## src/rtl/imm_ext_pipe.sv

```systemverilog
// RISC-V immediate extender behind a two-entry valid/ready pipeline (output register plus skid register).
// Also keeps a saturating count of accepted requests that carry an illegal ImmSrc code.
module imm_ext_pipe #(
  parameter int XLEN  = 32,
  parameter int CNT_W = 8
) (
  input  logic             clk,
  input  logic             rst_n,
  input  logic             in_valid,
  output logic             in_ready,
  input  logic [31:7]      instr,
  input  logic [2:0]       ImmSrc,
  output logic             out_valid,
  input  logic             out_ready,
  output logic [XLEN-1:0]  ImmExt,
  output logic             out_illegal,
  output logic [CNT_W-1:0] illegal_cnt
);

  logic            decIllegal;
  logic [XLEN-1:0] decImm;

  logic            orValid_q, orValid_d;
  logic [XLEN-1:0] orImm_q, orImm_d;
  logic            orIll_q, orIll_d;
  logic            skValid_q, skValid_d;
  logic [XLEN-1:0] skImm_q, skImm_d;
  logic            skIll_q, skIll_d;
  logic            inReady_q, inReady_d;
  logic [CNT_W-1:0] cnt_q, cnt_d;

  logic accept;
  logic drain;

  // Sign extension comes from casting a signed field to XLEN bits.
  always_comb begin
    decIllegal = 1'b0;
    decImm     = '0;
    unique case (ImmSrc)
      3'b000: decImm = XLEN'($signed(instr[31:20]));
      3'b110: decImm = XLEN'(instr[31:20]);
      3'b001: decImm = XLEN'($signed({instr[31:25], instr[11:7]}));
      3'b010: decImm = XLEN'($signed({instr[31], instr[7], instr[30:25], instr[11:8], 1'b0}));
      3'b100: decImm = XLEN'($signed({instr[31], instr[19:12], instr[20], instr[30:21], 1'b0}));
      3'b101: decImm = XLEN'($signed({instr[31:12], 12'b0}));
      default: decIllegal = 1'b1;
    endcase
  end

  assign accept = in_valid && inReady_q;
  assign drain  = orValid_q && out_ready;

  // An accept can only happen while SK is empty, so SK refilling OR and a new accept never collide.
  always_comb begin
    orValid_d = orValid_q;
    orImm_d   = orImm_q;
    orIll_d   = orIll_q;
    skValid_d = skValid_q;
    skImm_d   = skImm_q;
    skIll_d   = skIll_q;
    cnt_d     = cnt_q;

    if (skValid_q) begin
      if (drain) begin
        orImm_d   = skImm_q;
        orIll_d   = skIll_q;
        skValid_d = 1'b0;
      end
    end else if (accept) begin
      if (!orValid_q || drain) begin
        orValid_d = 1'b1;
        orImm_d   = decImm;
        orIll_d   = decIllegal;
      end else begin
        skValid_d = 1'b1;
        skImm_d   = decImm;
        skIll_d   = decIllegal;
      end
    end else if (drain) begin
      orValid_d = 1'b0;
    end

    if (accept && decIllegal && (cnt_q != '1)) begin
      cnt_d = cnt_q + CNT_W'(1);
    end

    inReady_d = !skValid_d;
  end

  always_ff @(posedge clk) begin
    if (!rst_n) begin
      orValid_q <= 1'b0;
      orImm_q   <= '0;
      orIll_q   <= 1'b0;
      skValid_q <= 1'b0;
      skImm_q   <= '0;
      skIll_q   <= 1'b0;
      inReady_q <= 1'b1;
      cnt_q     <= '0;
    end else begin
      orValid_q <= orValid_d;
      orImm_q   <= orImm_d;
      orIll_q   <= orIll_d;
      skValid_q <= skValid_d;
      skImm_q   <= skImm_d;
      skIll_q   <= skIll_d;
      inReady_q <= inReady_d;
      cnt_q     <= cnt_d;
    end
  end

  assign in_ready    = inReady_q;
  assign out_valid   = orValid_q;
  assign ImmExt      = orImm_q;
  assign out_illegal = orIll_q;
  assign illegal_cnt = cnt_q;

endmodule
```

## config.mk

```make
export PLATFORM = sky130hd
export DESIGN_NAME = imm_ext_pipe
export DESIGN_NICKNAME = d
export VERILOG_FILES = /design/src/rtl/imm_ext_pipe.sv
export SDC_FILE = /design/constraint.sdc
export NUM_CORES = 1
export LEC_CHECK = 0
export ABC_AREA = 1
export ABC_CLOCK_PERIOD_IN_PS = 1800
export CAP_MARGIN = 10
export CORE_ASPECT_RATIO = 1.2
export CORE_MARGIN = 3
export CORE_UTILIZATION = 54
export CTS_BUF_LIST = sky130_fd_sc_hd__clkbuf_8
export DETAILED_ROUTE_END_ITERATION = 16
export GPL_TIMING_DRIVEN = 0
export HOLD_SLACK_MARGIN = 0.15
export PLACE_DENSITY = 0.83
export SKIP_CTS_REPAIR_TIMING = 1
export SLEW_MARGIN = 15
export SYNTH_ARGS = -nofsm -noshare
export SYNTH_HDL_FRONTEND = slang
export SYNTH_SLANG_ARGS = --single-unit
```

## constraint.sdc

```tcl
create_clock -name clk -period 1.8 [get_ports clk]
set_input_delay 0.36 -clock clk [delete_from_list [all_inputs] [get_ports clk]]
set_output_delay 0.36 -clock clk [all_outputs]
set_load 0.02 [all_outputs]
```

### Yosys cells after proc, flatten, opt, wreduce, memory -nomap -nowiden

Index checks and enable logic that the tools add are counted.

| storage, ports and cells | value |
|---|---|
| output and inout port bits | 43 |
| bits in registers | 77 |
| bits of input ports | 32 |
| word-level logic and storage cells | 51 |

| operators by class | value |
|---|---|
| $add $sub $neg | 1 |
| bitwise logic cells | 2 |
| equal/unequal tests | 8 |
| reductions and logical operators | 15 |
| multiplexer cells | 17 |

Operator list:

| cell | count |
|---|---|
| 32-bit case mux with 6 select lines | 1 |
| 32-bit two-way mux | 4 |
| 1-bit two-way mux | 12 |
| 3-bit equality test (second input constant) | 3 |
| 3-bit AND reduction | 3 |
| 8-bit by 1-bit adder with 8-bit output (second input constant) | 1 |
| 8-bit != test (second input constant) | 1 |
| 2-bit nonzero test | 3 |
| 6-bit OR reduction | 1 |
| 1-bit logical AND | 4 |
| 2-bit by 1-bit != test with 1-bit output (second input constant) | 2 |
| 3-bit by 1-bit equality test with 1-bit output (second input constant) | 1 |
| 3-bit by 2-bit equality test with 1-bit output (second input constant) | 1 |
| 3-bit logical NOT | 1 |
| 1-bit logical NOT | 2 |
| 1-bit NOT | 2 |
| 1-bit logical OR | 1 |

### Depth between registers and ports, before layout

Gate-level depths: netlist (run 1).

| logic depth | value |
|---|---|
| depth after elaboration | 6 |
| gate-level depth with buffers | 10 |
| depth with buffers taken out | 8 |

### Worst setup path before layout (run 1)

OpenSTA, ideal clock, no wires.

| timing | value |
|---|---|
| path kind | reg-to-reg |
| start point | reg cnt_q[0] (netlist: illegal_cnt[0]) |
| end point | reg cnt_q[3] (netlist: illegal_cnt[3]) |
| clock period less this slack | 1495 ps |
| required time | 1668 ps |
| stages on the path, launching flop included | 9 |
| setup slack | 305 ps |
| path buffers | 0 |
| arrival | 1362 ps |
| setup time | 132 ps |
| path through | dfxtp_1 -> ha_1 -> inv_1 -> nor2_1 -> nand2_1 -> nand2_1 -> inv_1 -> nand2_1 -> a21oi_1 |

| between the ends | value |
|---|---|
| longest elaborated chain between the ends | 2 |
| elaborated cells on any way between the ends | 3 |
| those cells by class | add/sub: 1; eq/ne: 1; reduce/logical: 1 |

RTL lines:

| what | line | source |
|---|---|---|
| from (decl) | 30 | `logic [CNT_W-1:0] cnt_q, cnt_d;` |
| from (signal assigned) | 108 | `cnt_q <= cnt_d;` |
| branches (longest 2 deep; another with 8-bit by 1-bit adder with 8-bit output) | - |  |

Parallel ways; which one is timed is not known.
A chain may end at the register's enable or synchronous reset.

### Final worst setup path (run 1)

| timing | value |
|---|---|
| start point | reg cnt_q[4] (netlist: illegal_cnt[4]) |
| end point | out illegal_cnt[4] |

RTL lines:

| what | line | source |
|---|---|---|
| to (decl) | 17 | `output logic [CNT_W-1:0] illegal_cnt` |

No word-level cell between the ends.

==> metrics.txt, run 1 <==
vias in the first global route 3,728; Slew Viols, Final 0; Final Hold Vio Count 0; reg2reg start illegal_cnt[0]$_SDFFE_PN0P_; critical path depth in cells 1; worst min-delay path class primary input to flip-flop; Mapped Cells 605; P_int 2.69 mW; adder-cell share of the synthesized area 0.320%; synthesized flop and latch total 77; Post-Syn Area 3910 sq um; mux contribution to synthesized area 0%; commonest non-fill, non-tap cell in the layout nand2_1; routed length per instance 13.4 um; crit path from illegal_cnt[4]$_SDFFE_PN0P_; hpwl dp 7360 um; post-placement setup slack -0.310 ns; power share of the sequential group 48.4%; Critical Path End illegal_cnt[4]; area delta synth->final 25.8%; max incr delay on CP 0.63 ns; post-synth top area share 39.5%; slowest CP cell clkdlybuf4s50_1; WHS Path Cells 3; Die X 83.6 um; Clock Pin Slew Worst Setup and Hold Paths 0.08 ns; die height 99.2 um; post-synthesis cell type count 30; Placer Congestion 0.896; design area 4910 sq um; Post-Route WL 10,500 um; Startpoint Class flip-flop; cell count after placement 763; largest net degree at the start of global routing 13; placed cell area 4730 sq um; arrival time worst endpoint 1.40 ns; clock power share 29.8%; sequential area share after synthesis 39.5%; # DRC 0; vias after detailed routing 4,024; Initial Utilization 56.3%; Ant. Diodes 0; WP buf/inv 1; Switch Pwr 1.17 mW; Final nets 720; Register-to-Register Setup Slack 0.19 ns; critical-path maximum fanout 5; XOR/XNOR Fraction of Synth Area 0.673%; CTS max path bufs 2; PwrDens 787 nW/um^2; layout cells sized above 1 8.24%; Achievable Freq 569 MHz; clock skew 0.0101 ns; gr usage total 25.6%; Crit Path Class flip-flop to primary output; number of buffers added on ports 71; Pwr Total 3.87 mW; CP endpoint kind primary output; deepest level of the CTS H-tree 3; VDD IR-drop max 0.521 mV; largest area contributor in the netlist dfxtp_1; final worst path period need 1.76 ns; CTS Sinks 77; global-route wire length before repair 17,300 um; number of DRC markers in iteration 0 228; cts bufs inserted 9; syn_area_per_cell 6.46 sq um; Site Rows 33; slew margin rel. 62.6%; Final WS setup 0.0430 ns; most frequent cells in the layout nand2_1, nor2_1, dfxtp_1; cells along the critical path clkdlybuf4s50_1; Synth Area in Simple Gates 32.2%; Mapped Nets 638; complex-gate fraction of the synthesized area 14.9%; Leakage 2.50 nW; CORE AREA 6940 sq um; status complete, no violations; Final setup viols 0; Non-Filler Instances 779; root buffer cell clkbuf_8; Pre-antenna DRT Iters 5; Ys Warns 0; reg2reg path depth 8; worst reg2reg path endpoint illegal_cnt[4]$_SDFFE_PN0P_; crit share post-route 97.6%; synth top area cells dfxtp_1, nand2_1, nor2_1, o21ai_0, inv_1; DRT antenna net count 0; worst-margin pin slew 0.561 ns; Switching Share 30.3%; clock latency at the later pin of the worst-skew pair 0.35 ns; RSZ-0062 raised after global routing no; I/O Pins 75; max_cap viols 0; total congestion overflow 0; largest family of logic cells by synthesized area simple AND/OR/NAND/NOR gates; die area 8290 sq um; CTS tree done; drt via density 5.17; crit-path leading delay family buffers and inverters; combinational fraction of design power 21.8%; required time at the worst-slack endpoint 1.44 ns; initial antenna violation count 0
[synthesized netlist by cell type (all sizes together)]
library cell    n
clkbuf         15
nor3            3
ha              1
nand3b          1
nand4          13
inv            69
nor2          113
buf            21
a21oi          40
dfxtp          77
o21a            1
a211oi          1
nand3           9
o21ai          70
xor2            3
nand2         168
[cell families after synthesis]
family | Yosys count
simple gates | 307
flops | 77
compound gates | 112
buf+inv | 105
fa+ha+maj | 1
xor+xnor | 3
[worst min-delay path by stage]
stage                              start                   end  slack, ns
global placement    skIll_q$_SDFFE_PN0P_  skIll_q$_SDFFE_PN0P_       0.48
finish                         ImmSrc[1]  skIll_q$_SDFFE_PN0P_       0.44
detailed placement  skIll_q$_SDFFE_PN0P_  skIll_q$_SDFFE_PN0P_       0.49
floorplan           skIll_q$_SDFFE_PN0P_  skIll_q$_SDFFE_PN0P_       0.47
global route                   ImmSrc[1]  skIll_q$_SDFFE_PN0P_       0.46
CTS                            ImmSrc[1]  skIll_q$_SDFFE_PN0P_       0.43
[layer usage]
layer	GRT usage (%)	wire length (um)	vias up
met5	0	0	-
li1	-	-	2051
met2	43.4	4930	172
met1	32.7	4620	1778
met4	9.41	206	0
met3	4.39	704	23
[power groups by stage]
| stage | registers [mW] | clock network [mW] | logic [mW] |
|---|---|---|---|
| 6_report | 1.87 | 1.15 | 0.843 |
| 5_1_grt | 1.88 | 1.23 | 0.925 |
| 4_1_cts | 1.87 | 1.16 | 0.839 |
| 3_5_place_dp | 1.91 | 0 | 0.833 |
| 3_3_place_gp | 1.91 | 0 | 0.824 |
| 2_1_floorplan | 2.00 | 0 | 0.402 |
[area by class of cell]
type / count / area, sq um
clock buffer: 10 / 138
multi-input combinational: 423 / 1880
buffer: 36 / 230
inverter: 69 / 264
clock inverter: 6 / 31.3
timing repair buffer: 71 / 716
tap: 87 / 109
fill: 602 / 2020
sequential: 77 / 1540
[state kept, by name, indices dropped and copies added, names as in the netlist]
register     cells
illegal_cnt      8
ImmExt          32
skIll_q          1
out_valid        1
out_illegal      1
in_ready         1
skImm_q         32
skValid_q        1
[through the flow]
| step | hold slack [ns] | TNS [ns] | util (%) |
|---|---|---|---|
| floorplan | 0.472 | 0 | - |
| global placement | 0.484 | -9.87 | 68.1 |
| detailed placement | 0.487 | -10.84 | 68.1 |
| CTS | 0.433 | 0 | 70.6 |
| global route | 0.462 | 0 | 70.8 |
| finish | 0.440 | 0 | 70.8 |
Power figures use the tool's default switching activity.
==> run 2: changes to the inputs <==
- ABC_AREA: 1 -> default
- CORE_UTILIZATION: 54 -> 53
- PLACE_DENSITY: 0.83 -> 0.82
- TNS_END_PERCENT: default -> 100
==> metrics.txt, run 2 <==
CTS max path bufs 2; cells along the critical path clkdlybuf4s50_1; VDD IR-drop max 0.575 mV; Crit Path Class flip-flop to primary output; design area 4700 sq um; Post-Route WL 10,900 um; Mapped Cells 438; worst min-delay path class primary input to flip-flop; synthesized flop and latch total 77; worst-margin pin slew 0.610 ns; slew margin rel. 59.3%; WHS 0.432 ns; routed length per instance 17.8 um; status complete, no violations; Final Hold Vio Count 0; most common cell in the netlist dfxtp_1; PwrDens 848 nW/um^2; Initial Utilization 55.4%; crit share post-route 96.5%; CORE AREA 6570 sq um; CTS Sinks 77; number of synthesized flops with an enable pin 0; Die X 81.7 um; post-synth top area share 42.3%; largest area contributor in the netlist dfxtp_1; Final nets 554; commonest non-fill, non-tap cell in the layout dfxtp_1; Placer Congestion 0.921; number of buffers added on ports 72; Mapped Nets 471; gr usage total 27.7%; post-placement setup slack -0.334 ns; clock skew 0.00907 ns; number of DRC markers in iteration 0 353; Ys Warns 0; Post-Syn Area 3640 sq um; Leakage 1.74 nW; RSZ-0062 raised after global routing no; post-synthesis cell type count 47; I/O Pins 75; syn_area_per_cell 8.31 sq um; Achievable Freq 576 MHz; # DRC 0; vias in the first global route 3,505; arrival time worst endpoint 1.38 ns; vias after detailed routing 3,736; required time at the worst-slack endpoint 1.44 ns; Site Rows 32; drt via density 6.12; Non-Filler Instances 610; synth top area cells dfxtp_1, nand2_1, a211oi_1, a21oi_1, nand3_1; die area 7900 sq um; sequential area share after synthesis 42.3%; die height 96.8 um; root buffer cell clkbuf_8; Synth Flop Type dfxtp_1; total congestion overflow 0; global-route wire length before repair 17,200 um; crit-path leading delay family buffers and inverters; Ant. Diodes 0; cell count after placement 595; Final setup viols 0; CP endpoint kind primary output; DRT antenna net count 0; largest net degree at the start of global routing 13; max incr delay on CP 0.63 ns; area delta synth->final 29.2%; fraction of registers with async set or reset after synthesis 0%; initial antenna violation count 0; deepest level of the CTS H-tree 3; WP buf/inv 1; Startpoint Class flip-flop; top cells by count, synth dfxtp_1, nand2_1, a21oi_1; max_cap viols 0; Slew Viols, Final 0; Register-to-Register Setup Slack 0.11 ns; slowest CP cell clkdlybuf4s50_1; cts bufs inserted 9; Final WS setup 0.0628 ns; most frequent cells in the layout dfxtp_1, clkdlybuf4s50_1, nand2_1; placed cell area 4470 sq um; Clock Pin Slew Worst Setup and Hold Paths 0.08 ns; clock latency at the later pin of the worst-skew pair 0.35 ns; CTS tree done; Pre-antenna DRT Iters 7; layout cells sized above 1 11.8%; final worst path period need 1.74 ns; critical-path maximum fanout 6; hpwl dp 7320 um
==> run 2: cell count changes after synthesis, moves of 7 or more <==
cell,change
a22oi_1,+10
nand2_1,-113
nor2_1,-90
nor3_1,+10
nand4_1,-10
a211oi_2,+9
nand2b_1,+25
inv_1,-61
buf_2,+7
o22ai_1,+23
nand3_1,+23
o21ai_0,-33
o21ai_1,-7
a211oi_1,+22
==> run 2: path summary, 6_finish.rpt <==
| kind | from | endpoint | cells past startpoint |
|---|---|---|---|
| min reg2reg | skImm_q[10]$_SDFFE_PN0P_ | skImm_q[10]$_SDFFE_PN0P_ | 2 |
| max | illegal_cnt[7]$_SDFFE_PN0P_ | illegal_cnt[7] | 1 |
| min | ImmSrc[2] | skImm_q[0]$_SDFFE_PN0P_ | 4 |
| max reg2reg | skValid_q$_SDFF_PN0_ | ImmExt[10]$_SDFFE_PN0P_ | 5 |
==> run 2: final cells by class <==
class	instances	area, sq um
multi-input combinational	314	1870
fill	529	1860
sequential	77	1540
timing repair buffer	72	741
buffer	42	236
clock buffer	10	138
tap	85	106
clock inverter	5	52.6
inverter	5	18.8
==> run 2: per-layer routing <==
| metal | share of wire [%] | vias to the layer above | track usage (%) | wire, um |
|---|---|---|---|---|
| met5 | 0.21 | - | 0 | 23 |
| met4 | 2.9 | 2 | 10.5 | 314 |
| met3 | 8.8 | 26 | 4.28 | 954 |
| met2 | 48 | 218 | 44.4 | 5190 |
| met1 | 40 | 1733 | 37.0 | 4390 |
| li1 | - | 1757 | - | - |
==> run 2: per-stage QoR <==
| stage | utilization, % | setup TNS (ns) | power (mW) |
|---|---|---|---|
| 2_1_floorplan | - | 0 | 2.37 |
| 3_3_place_gp | 68.0 | -12.62 | 2.71 |
| 3_5_place_dp | 68.0 | -14.91 | 2.72 |
| 4_1_cts | 70.9 | -0.0276 | 3.97 |
| 5_1_grt | 71.6 | 0 | 4.13 |
| 6_report | 71.6 | 0 | 3.99 |
==> run 2: logic make-up after synthesis <==
kind of cell | after synthesis | share of synthesized area (%)
buffers and inverters | 47 | 6.91
xor gates and xnor gates | 2 | 0.481
adders and majority gates | 1 | 0.344
muxes | 3 | 0.825
and+or+nand+nor | 163 | 22.5
DFF | 77 | 42.3
AOI/OAI and AO/OA | 145 | 26.6
==> run 2: report_power, final <==
part           internal, mW  leakage [nW]  switching, mW  total [mW]
logic                 0.362          1.01          0.487       0.848
clock network         0.664         0.103          0.620        1.28
registers              1.80         0.627         0.0544        1.86
total                  2.83          1.74           1.16        3.99
==> run 3: changes to the inputs <==
- CORE_UTILIZATION: 53 -> 30
- PLACE_DENSITY: 0.82 -> default
==> metrics.txt, run 3 (synthesis results as in run 2) <==
Crit Path Class flip-flop to primary output; DRT antenna net count 0; global-route wire length before repair 18,400 um; Post-Route WL 11,800 um; placed cell area 4560 sq um; hold_sp ImmSrc[2]; worst min-delay path class primary input to flip-flop; layout cells sized above 1 12.0%; # DRC 0; Initial Utilization 31.0%; final core utilization 41.0%; crit-path leading delay family buffers and inverters; initial antenna violation count 0; design area 4800 sq um; max incr delay on CP 0.63 ns; Placer Congestion 0.835; largest net degree at the start of global routing 12; Register-to-Register Setup Slack 0.08 ns; Switching Share 30.0%; Worst Hold Path EP skImm_q[0]$_SDFFE_PN0P_; drt via density 5.24; critical-path maximum fanout 6; reg2reg start skValid_q$_SDFF_PN0_; total congestion overflow 0; worst-margin pin slew 0.620 ns; area delta synth->final 31.9%; P_int 2.72 mW; Clock Pin Slew Worst Setup and Hold Paths 0.08 ns; commonest non-fill, non-tap cell in the layout dfxtp_1; number of buffers added on ports 72; die area 13,500 sq um; number of DRC markers in iteration 0 227; slew margin rel. 58.6%; WP buf/inv 1; root buffer cell clkbuf_8; CP endpoint kind primary output; I/O Pins 75; Final nets 554; CTS Sinks 77; arrival time worst endpoint 1.38 ns; reg2reg path depth 5; PwrDens 810 nW/um^2; Final setup viols 0; hpwl dp 8280 um; Pre-antenna DRT Iters 4; status complete, no violations; WHS Path Cells 4; CORE AREA 11,700 sq um; Slew Viols, Final 0; CTS tree done; vias in the first global route 3,425; Switch Pwr 1.17 mW; Achievable Freq 575 MHz; deepest level of the CTS H-tree 3; routed length per instance 17.3 um; Startpoint Class flip-flop; CTS max path bufs 2; vias after detailed routing 3,569; max_cap viols 0; most frequent cells in the layout dfxtp_1, clkdlybuf4s50_1, nand2_1; power share of the sequential group 47.8%; Die X 107 um; clock latency at the later pin of the worst-skew pair 0.35 ns; combinational fraction of design power 22.0%; final worst path period need 1.74 ns; slowest CP cell clkdlybuf4s50_1; die height 127 um; Ant. Diodes 0; Final Hold Vio Count 0; crit share post-route 96.6%; cells along the critical path clkdlybuf4s50_1; VDD IR-drop max 0.284 mV; Leakage 1.76 nW; cts bufs inserted 9; Site Rows 43; gr usage total 17.4%; clock power share 30.1%; required time at the worst-slack endpoint 1.44 ns; worst reg2reg path endpoint ImmExt[17]$_SDFFE_PN0P_; clock skew 0.00842 ns
==> run 3: cell types whose count changed in the layout (fill, tap and decap cells not counted), sizes merged <==
| cell | change |
|---|---|
| bufinv | -1 |
| clkinv | -1 |
| buf | -3 |
| clkbuf | +4 |
| clkdlybuf4s50 | -2 |
| dlymetal6s2s | +2 |
==> run 3: cell type report <==
| type | count | area [sq um] |
|---|---|---|
| Fill cell | 1229 | 6930 |
| Inverter | 5 | 18.8 |
| Tap cell | 157 | 196 |
| Timing Repair Buffer | 72 | 746 |
| Clock inverter | 3 | 13.8 |
| Buffer | 42 | 246 |
| Multi-Input combinational cell | 314 | 1890 |
| Clock buffer | 11 | 151 |
| Sequential cell | 77 | 1540 |
==> run 3: worst max-delay path by stage <==
| stage | depth (start not counted) | endpoint | from |
|---|---|---|---|
| after floorplan | 6 | skImm_q[18]$_SDFFE_PN0P_ | out_valid$_SDFFE_PN0P_ |
| after global placement | 5 | ImmExt[1]$_SDFFE_PN0P_ | ImmSrc[1] |
| after detailed placement | 5 | ImmExt[3]$_SDFFE_PN0P_ | ImmSrc[1] |
| after CTS | 1 | out_valid | out_valid$_SDFFE_PN0P_ |
| after global routing | 5 | illegal_cnt[5]$_SDFFE_PN0P_ | ImmSrc[0] |
| final | 1 | illegal_cnt[7] | illegal_cnt[7]$_SDFFE_PN0P_ |
==> run 3: layer usage <==
layer  part of all wire (%)  vias up  track usage (%)
li1                       -     1756                -
met2                     48       91             28.1
met1                     45     1707             22.2
met4                    2.1        0             7.90
met5                      0        -                0
met3                    5.1       15             3.46
==> run 3: metrics by stage <==
| stage | worst slack, ns | instances | TNS, ns | total power, mW | hold WS, ns |
|---|---|---|---|---|---|
| final | 0.0616 | 681 | 0 | 3.89 | 0.406 |
| after detailed placement | -0.357 | 667 | -19.25 | 2.74 | 0.445 |
| after CTS | -0.0570 | 681 | -0.0819 | 3.90 | 0.391 |
| after global placement | -0.345 | 667 | -18.01 | 2.73 | 0.439 |
| after global routing | -0.0543 | 681 | -0.0578 | 4.05 | 0.408 |
| after floorplan | 0.262 | 438 | 0 | 2.37 | 0.432 |
==> run 3: power groups by stage <==
stage                     clock network, mW  registers, mW  logic [mW]
after floorplan                           0           1.97       0.394
after global placement                    0           1.90       0.835
after detailed placement                  0           1.90       0.841
after CTS                              1.19           1.86       0.847
after global routing                   1.26           1.87       0.922
final                                  1.17           1.86       0.856
